**src/rtl/ped_request_ctrl.sv**
```systemverilog
// Pedestrian crossing request controller.
// Latches button presses, holds traffic at Red and sequences walk / clear / cooldown.
module ped_request_ctrl #(
    parameter int unsigned WALK_CYCLES     = 8,
    parameter int unsigned CLEAR_CYCLES    = 4,
    parameter int unsigned COOLDOWN_CYCLES = 6
) (
    input  logic       clk_main,
    input  logic       rst_main_n,
    input  logic       ped_btn,
    input  logic [1:0] traffic_light,
    output logic       hold_red,
    output logic       walk,
    output logic       dont_walk_flash,
    output logic [7:0] walk_count,
    output logic       ped_pending,
    output logic       fault
);

    localparam logic [7:0] WALK_LD  = 8'(WALK_CYCLES - 1);
    localparam logic [7:0] CLEAR_LD = 8'(CLEAR_CYCLES - 1);
    localparam logic [7:0] COOL_LD  = 8'(COOLDOWN_CYCLES - 1);

    typedef enum logic [2:0] {
        S_IDLE,
        S_REQ,
        S_WALK,
        S_CLEAR,
        S_COOL
    } state_t;

    state_t     state_q, state_d;
    logic [7:0] cnt_q, cnt_d;
    logic       btn_q;
    logic       flash_q, flash_d;
    logic       pend_d, fault_d;

    logic       rise;
    logic       red;
    logic       cnt_zero;
    logic [7:0] cnt_dec;

    assign rise     = ped_btn & ~btn_q;
    assign red      = (traffic_light == 2'b10);
    assign cnt_zero = (cnt_q == 8'd0);
    assign cnt_dec  = cnt_zero ? cnt_q : cnt_q - 8'd1;

    // State, counter and flag registers; reset abandons any crossing.
    always_ff @(posedge clk_main or negedge rst_main_n) begin
        if (!rst_main_n) begin
            state_q     <= S_IDLE;
            cnt_q       <= 8'd0;
            btn_q       <= 1'b0;
            flash_q     <= 1'b0;
            ped_pending <= 1'b0;
            fault       <= 1'b0;
        end else begin
            state_q     <= state_d;
            cnt_q       <= cnt_d;
            btn_q       <= ped_btn;
            flash_q     <= flash_d;
            ped_pending <= pend_d;
            fault       <= fault_d;
        end
    end

    // Next-state: request latching, phase sequencing and Red-loss detection.
    always_comb begin
        state_d = state_q;
        cnt_d   = cnt_q;
        flash_d = flash_q;
        pend_d  = ped_pending;
        fault_d = fault;
        unique case (state_q)
            S_IDLE: begin
                if (rise) pend_d = 1'b1;
                if (ped_pending || rise) state_d = S_REQ;
            end
            S_REQ: begin
                if (rise) pend_d = 1'b1;
                if (red) begin
                    state_d = S_WALK;
                    cnt_d   = WALK_LD;
                    pend_d  = 1'b0;
                end
            end
            S_WALK: begin
                if (!red || cnt_zero) begin
                    state_d = S_CLEAR;
                    cnt_d   = CLEAR_LD;
                    flash_d = 1'b1;
                    if (!red) fault_d = 1'b1;
                end else begin
                    cnt_d = cnt_dec;
                end
            end
            S_CLEAR: begin
                if (!red) fault_d = 1'b1;
                flash_d = ~flash_q;
                if (cnt_zero) begin
                    state_d = S_COOL;
                    cnt_d   = COOL_LD;
                end else begin
                    cnt_d = cnt_dec;
                end
            end
            S_COOL: begin
                if (rise) pend_d = 1'b1;
                if (cnt_zero) state_d = S_IDLE;
                else cnt_d = cnt_dec;
            end
            default: state_d = S_IDLE;
        endcase
    end

    // Lamp and request outputs decoded purely from registers.
    always_comb begin
        hold_red        = (state_q == S_REQ) || (state_q == S_WALK)
                          || (state_q == S_CLEAR);
        walk            = (state_q == S_WALK);
        walk_count      = (state_q == S_WALK) ? cnt_q : 8'd0;
        dont_walk_flash = (state_q == S_CLEAR) && flash_q;
    end

endmodule

```
**config.mk**
```make
export PLATFORM = sky130hd
export DESIGN_NAME = ped_request_ctrl
export DESIGN_NICKNAME = d
export VERILOG_FILES = /design/src/rtl/ped_request_ctrl.sv
export SDC_FILE = /design/constraint.sdc
export NUM_CORES = 1
export LEC_CHECK = 0
export ABC_AREA = 1
export CORE_UTILIZATION = 62
export CTS_CLUSTER_DIAMETER = 50
export CTS_CLUSTER_SIZE = 10
export DETAILED_ROUTE_END_ITERATION = 6
export DONT_BUFFER_PORTS = 1
export GPL_TIMING_DRIVEN = 1
export PLACE_DENSITY = 0.84
export SYNTH_ARGS = -nofsm -noshare
export SYNTH_HDL_FRONTEND = slang
export SYNTH_SLANG_ARGS = --single-unit
export TNS_END_PERCENT = 5
```
**constraint.sdc**
```tcl
create_clock -name clk_main -period 2.02 [get_ports clk_main]
set_input_delay 0.404 -clock clk_main [delete_from_list [all_inputs] [get_ports clk_main]]
set_output_delay 0.404 -clock clk_main [all_outputs]
set_load 0.1 [all_outputs]
```
Yosys cells after proc, flatten, opt, wreduce, memory -nomap -nowiden
Cells that the tools add are included.
- register bits after elaboration: 15
- input port bits: 5
- output and inout port bits: 13
- add/subtract/negate cells: 1
- equal/unequal tests: 11
- mux-type cells: 21
- bitwise logic cells: 3
- reductions and logical operators: 15
- operators with widths (kind ; count):
    two-way mux 8 bit ; 6
    case mux 8 bit (4 select lines) ; 1
    two-way mux 3 bit ; 5
    case mux 3 bit (5 select lines) ; 1
    inequality test 2 bit (second input constant) ; 5
    logical NOT 8 bit ; 1
    subtractor 8 x 1 -> 8 bit (second input constant) ; 1
    == test 3 x 2 -> 1 bit (second input constant) ; 2
    case mux 1 bit (2 select lines) ; 3
    two-way mux 1 bit ; 5
    AND reduction 5 bit ; 1
    logical OR 1 bit ; 4
    nonzero test 2 bit ; 2
    nonzero test 4 bit ; 1
    == test 3 x 1 -> 1 bit (second input constant) ; 1
    == test 3 bit (second input constant) ; 1
    logical NOT 3 bit ; 1
    AND reduction 3 bit ; 1
    == test 2 bit (second input constant) ; 1
    inequality test 2 x 1 -> 1 bit (second input constant) ; 1
    inverter 1 bit ; 2
    AND reduction 2 bit ; 1
    OR reduction 2 bit ; 1
    bitwise AND 1 bit ; 1
    other kinds (2) ; 2

Longest topological paths before layout
- word-level depth: 5
- depth in mapped cells: 12
- mapped depth without buffers: 12

Worst setup path after synthesis
Ideal clock, no wire load.
- path type: reg2out
- start: register state_q[0]
- end: output walk_count[0]
- data arrival time: 2439 ps
- path slack: -823 ps
- stages on the path, launching flop included: 6
- cells stage by stage: dfrtp_1 nor2_1 inv_1 nor2_8 inv_2 nor2_1
- cells in the longest elaborated chain, start to end: 2
- ends and longest elaborated chain (item ; RTL line ; RTL):
    start: declaration ; 32 ; state_t state_q, state_d;
    start signal: assignment ; 58 ; state_q <= state_d;
    == test 3 x 2 -> 1 bit ; -- ;
    named net walk ; 13 ; output logic walk,
    two-way mux 8 bit ; 121 ; walk_count = (state_q == S_WALK) ? cnt_q : 8'd0;
    end: declaration ; 15 ; output logic [7:0] walk_count,
The timed path passes the listed nets, and every way through them passes these cells.

Final worst setup path
- start: register state_q[1]
- end: output dont_walk_flash
- cells in the longest elaborated chain, start to end: 2
- ends and longest elaborated chain (item ; RTL line ; RTL):
    == test 3 x 2 -> 1 bit ; 122 ; dont_walk_flash = (state_q == S_CLEAR) && flash_q;
    logical AND 1 bit ; 122 ;
    end: declaration ; 14 ; output logic dont_walk_flash,
Every way passes these cells.

==> summary.txt <==
Status
  • Status: finished, final reports clean

GRT
  • GRT overflow: 0
  • Number of global-route vias before repair: between 1000 and 1500
  • Initial antenna violation count: 0
  • GR Util met1: 0.412
  • GRT Max-Usage Layer: met2
  • Met3 Use GR: 0.0754
  • Largest net degree at the start of global routing: 16
  • First-pass GRT wire length: 4660 um
  • GR Layer Usage met2: 0.509
  • GR Util All Layers: 0.322

STA
  • Final hold viol count: 0
  • Slew headroom: 0.399
  • Fin crit share: 0.946
  • Max Fclk: 0.523 GHz
  • Setup Viol. Count Final: 0
  • Worst slew pin tran: about 0.90 ns
  • Unrepaired setup endpoints after global routing: no
  • Slew Limit Fails: 0
  • Min Clock Period, post-route: about 1.9 ns
  • Clock skew: 0.00807 ns

Critical path
  • Worst reg2reg path depth: 12
  • Worst endpoint data arrival time: 1.51 ns
  • Startpoint Class: flip-flop
  • Crit-path max FO: 6
  • Reg-to-Reg Start: cnt_q[0]$_DFFE_PN0P_
  • Critical path required time: ~1.6 ns
  • Worst R2R Setup Slack: 0.13 ns
  • CP endpoint kind: output port
  • CP Class: reg2out
  • Crit Reg-Reg Endpoint: cnt_q[0]$_DFFE_PN0P_

Floorplan
  • Die Area: 0.00207 sq mm
  • Chip height: around 45 um
  • Initial Util: 0.671
  • Ports: 18
  • Core area: between 0.0015 and 0.002 sq mm
  • Die Span X: 45.5 um
  • Row count: 15

Finish
  • Layout Nets: roughly 190
  • Post-route insts no fill: 208
  • Layout fillers: between 100 and 150
  • Layout cells sized above 1: 0.333
  • Area of the multi-input gates: about 740 sq um
  • Register Area: 377 sq um
  • Post-route design area: 0.00151 sq mm
  • N_diodes: 0
  • P&R area growth vs syn: 29.1%

Pwr
  • Net Switching: ~1.6 mW
  • Clock share of power: 0.067
  • Peak VDD IR: approximately 0.0015 V
  • Leak: 0.761 nW
  • Internal: 1.06 mW
  • Combinational share of power: 0.737
  • Switching share of total power: 0.608
  • Seq pwr share: 0.196
  • PD cells: ~1800 mW/mm^2

Detailed routing
  • Routed via count: ~1100
  • ANT nets after route: 0
  • First-pass DRT Iterations: 6
  • Wire per inst: 14.0 um
  • Total wire length: between 2000 and 3000 um
  • Starting DRT DRC Count: between 40 and 50
  • Routed vias/inst: 5.47
  • Post-route DRC: 0

Yosys
  • Post-Synthesis Cell Area: ~0.0012 sq mm
  • Most instantiated cells after synthesis: nand2_1 (37), nor2_1 (24), inv_1 (22)
  • Yosys cell types: 25
  • Synth area leader: dfrtp_1
  • Yosys warnings: 0
  • Asr flop ratio synth: 1.00
  • Synth Net Count: around 170
  • Syn Area/Cell: between 7 and 8 sq um
  • Register bit total from synthesis: 15
  • Post-synth EDFFs: 0
  • Area contributors post-synth: dfrtp_1 (32%), nand2_1 (12%), nor2_1 (7.7%)
  • Syn Inst Count: between 150 and 200
  • Main synth FF type: dfrtp_1
  • Synth top area share: 0.321
  • Most frequent cell after synthesis: nand2_1
  • Sequential area share after synthesis: 0.321

Job
  • Maxcap violations: 0

CTS
  • Clk_lat worst skew: just under 0.3 ns
  • CTS tree: done
  • Num Clock Sinks: 15
  • Worst-path clk slew: about 0.10 ns
  • CTS Root Cell: clkbuf_4
  • CTS Buffer Depth: 2
  • CTS Buf Count: 3
  • H-tree lvl count: 1

Min path
  • Worst hold path type: in2reg
  • Hold Path Stages: 0
  • HP Start: ped_btn
  • Hold EP: btn_q$_DFF_PN0_

Place
  • Placer congestion estimate: 0.923
  • Cells after DPL: ~200
  • DP Area: ~0.0015 sq mm
  • # port buffers: 0
  • Detailed placement HPWL: between 2000 and 2500 um
[worst max-delay path by stage]
stage	from	to	slack, ns
2_1_floorplan	state_q[0]$_DFFE_PN0P_	walk_count[0]	-0.19
3_3_place_gp	cnt_q[0]$_DFFE_PN0P_	cnt_q[0]$_DFFE_PN0P_	0.26
3_5_place_dp	cnt_q[0]$_DFFE_PN0P_	cnt_q[0]$_DFFE_PN0P_	0.16
4_1_cts	state_q[0]$_DFFE_PN0P_	walk_count[6]	0.09
5_1_grt	cnt_q[1]$_DFFE_PN0P_	cnt_q[0]$_DFFE_PN0P_	0.01
6_report	state_q[1]$_DFFE_PN0P_	dont_walk_flash	0.11
[stage by stage]
| stage | utilization | power, mW | setup slack (ns) | hold WS [ns] | TNS (ns) |
|---|---|---|---|---|---|
| floorplan | - | 2.03 | -0.193 | 0.108 | -1.55 |
| global placement | 0.834 | 2.37 | 0.258 | 0.109 | 0 |
| detailed placement | 0.834 | 2.44 | 0.159 | 0.109 | 0 |
| CTS | 0.857 | 2.65 | 0.0941 | 0.122 | 0 |
| global route | 0.866 | 2.87 | 0.0115 | 0.101 | 0 |
| finish | 0.866 | 2.70 | 0.109 | 0.127 | 0 |
[sequential cells by signal, summed over array words and instances, names as in the netlist]
signal	cells
ped_pending	1
flash_q	1
fault	1
btn_q	1
cnt_q	8
state_q	3
[repair_timing]
item | in CTS | in global routing
resized for setup | 1 | 1
endpoints found under the hold margin | 15 | 0
hold buffers | 1 | 0
setup endpoints to repair | 2 | 8
setup buffers | 0 | 2
[power groups by stage]
stage | Combinational, mW | Clock (mW) | Sequential [mW]
after floorplan | 1.46 | 0 | 0.577
after global placement | 1.85 | 0 | 0.518
after detailed placement | 1.91 | 0 | 0.531
after CTS | 1.94 | 0.183 | 0.526
after global routing | 2.13 | 0.202 | 0.537
final | 1.99 | 0.181 | 0.528
[layout by cell type (no fill, tap or decap), types with 4 or more instances in the layout]
| cell | netlist | routed |
|---|---|---|
| buf_12 | 0 | 8 |
| buf_4 | 0 | 6 |
| inv_2 | 7 | 6 |
| nor2_1 | 24 | 15 |
| nand3_1 | 14 | 14 |
| nor2_2 | 5 | 6 |
| dfrtp_1 | 15 | 14 |
| o21ai_0 | 5 | 5 |
| nand2_2 | 4 | 4 |
| o21ai_1 | 5 | 5 |
| nor2_4 | 4 | 12 |
| inv_1 | 22 | 22 |
| nand2_1 | 37 | 37 |
[critical path: stages (launching register included)]
cell     delay (ns)
dfrtp_1        0.51
nand3_2        0.23
nor2_2         0.16
buf_4          0.31
[area by class of cell]
type / instances / share of cell area
clock buffer: 3 / 0.0149
tap: 25 / 0.0207
sequential: 15 / 0.249
inverter: 31 / 0.0820
clock inverter: 1 / 0.00331
multi-input combinational: 118 / 0.488
timing repair buffer: 15 / 0.142
[cells by family (layout without fill, tap and decap cells)]
kind of cell / count (synthesis) / in the layout / synth area share
and+or+nand+nor: 97 / 97 / 0.444
DFF: 15 / 15 / 0.321
xor gates and xnor gates: 2 / 2 / 0.0150
buffers and inverters: 31 / 50 / 0.104
AOI/OAI and AO/OA: 16 / 16 / 0.0844
adders and majority gates: 3 / 3 / 0.0321
[per-layer routing]
| layer | part of all wire | vias to the layer above |
|---|---|---|
| met3 | 0.095 | 8 |
| met2 | 0.50 | 66 |
| met5 | 0 | - |
| met4 | 0.016 | 0 |
| li1 | - | 547 |
| met1 | 0.39 | 516 |
(Power assumes the default switching activity.)
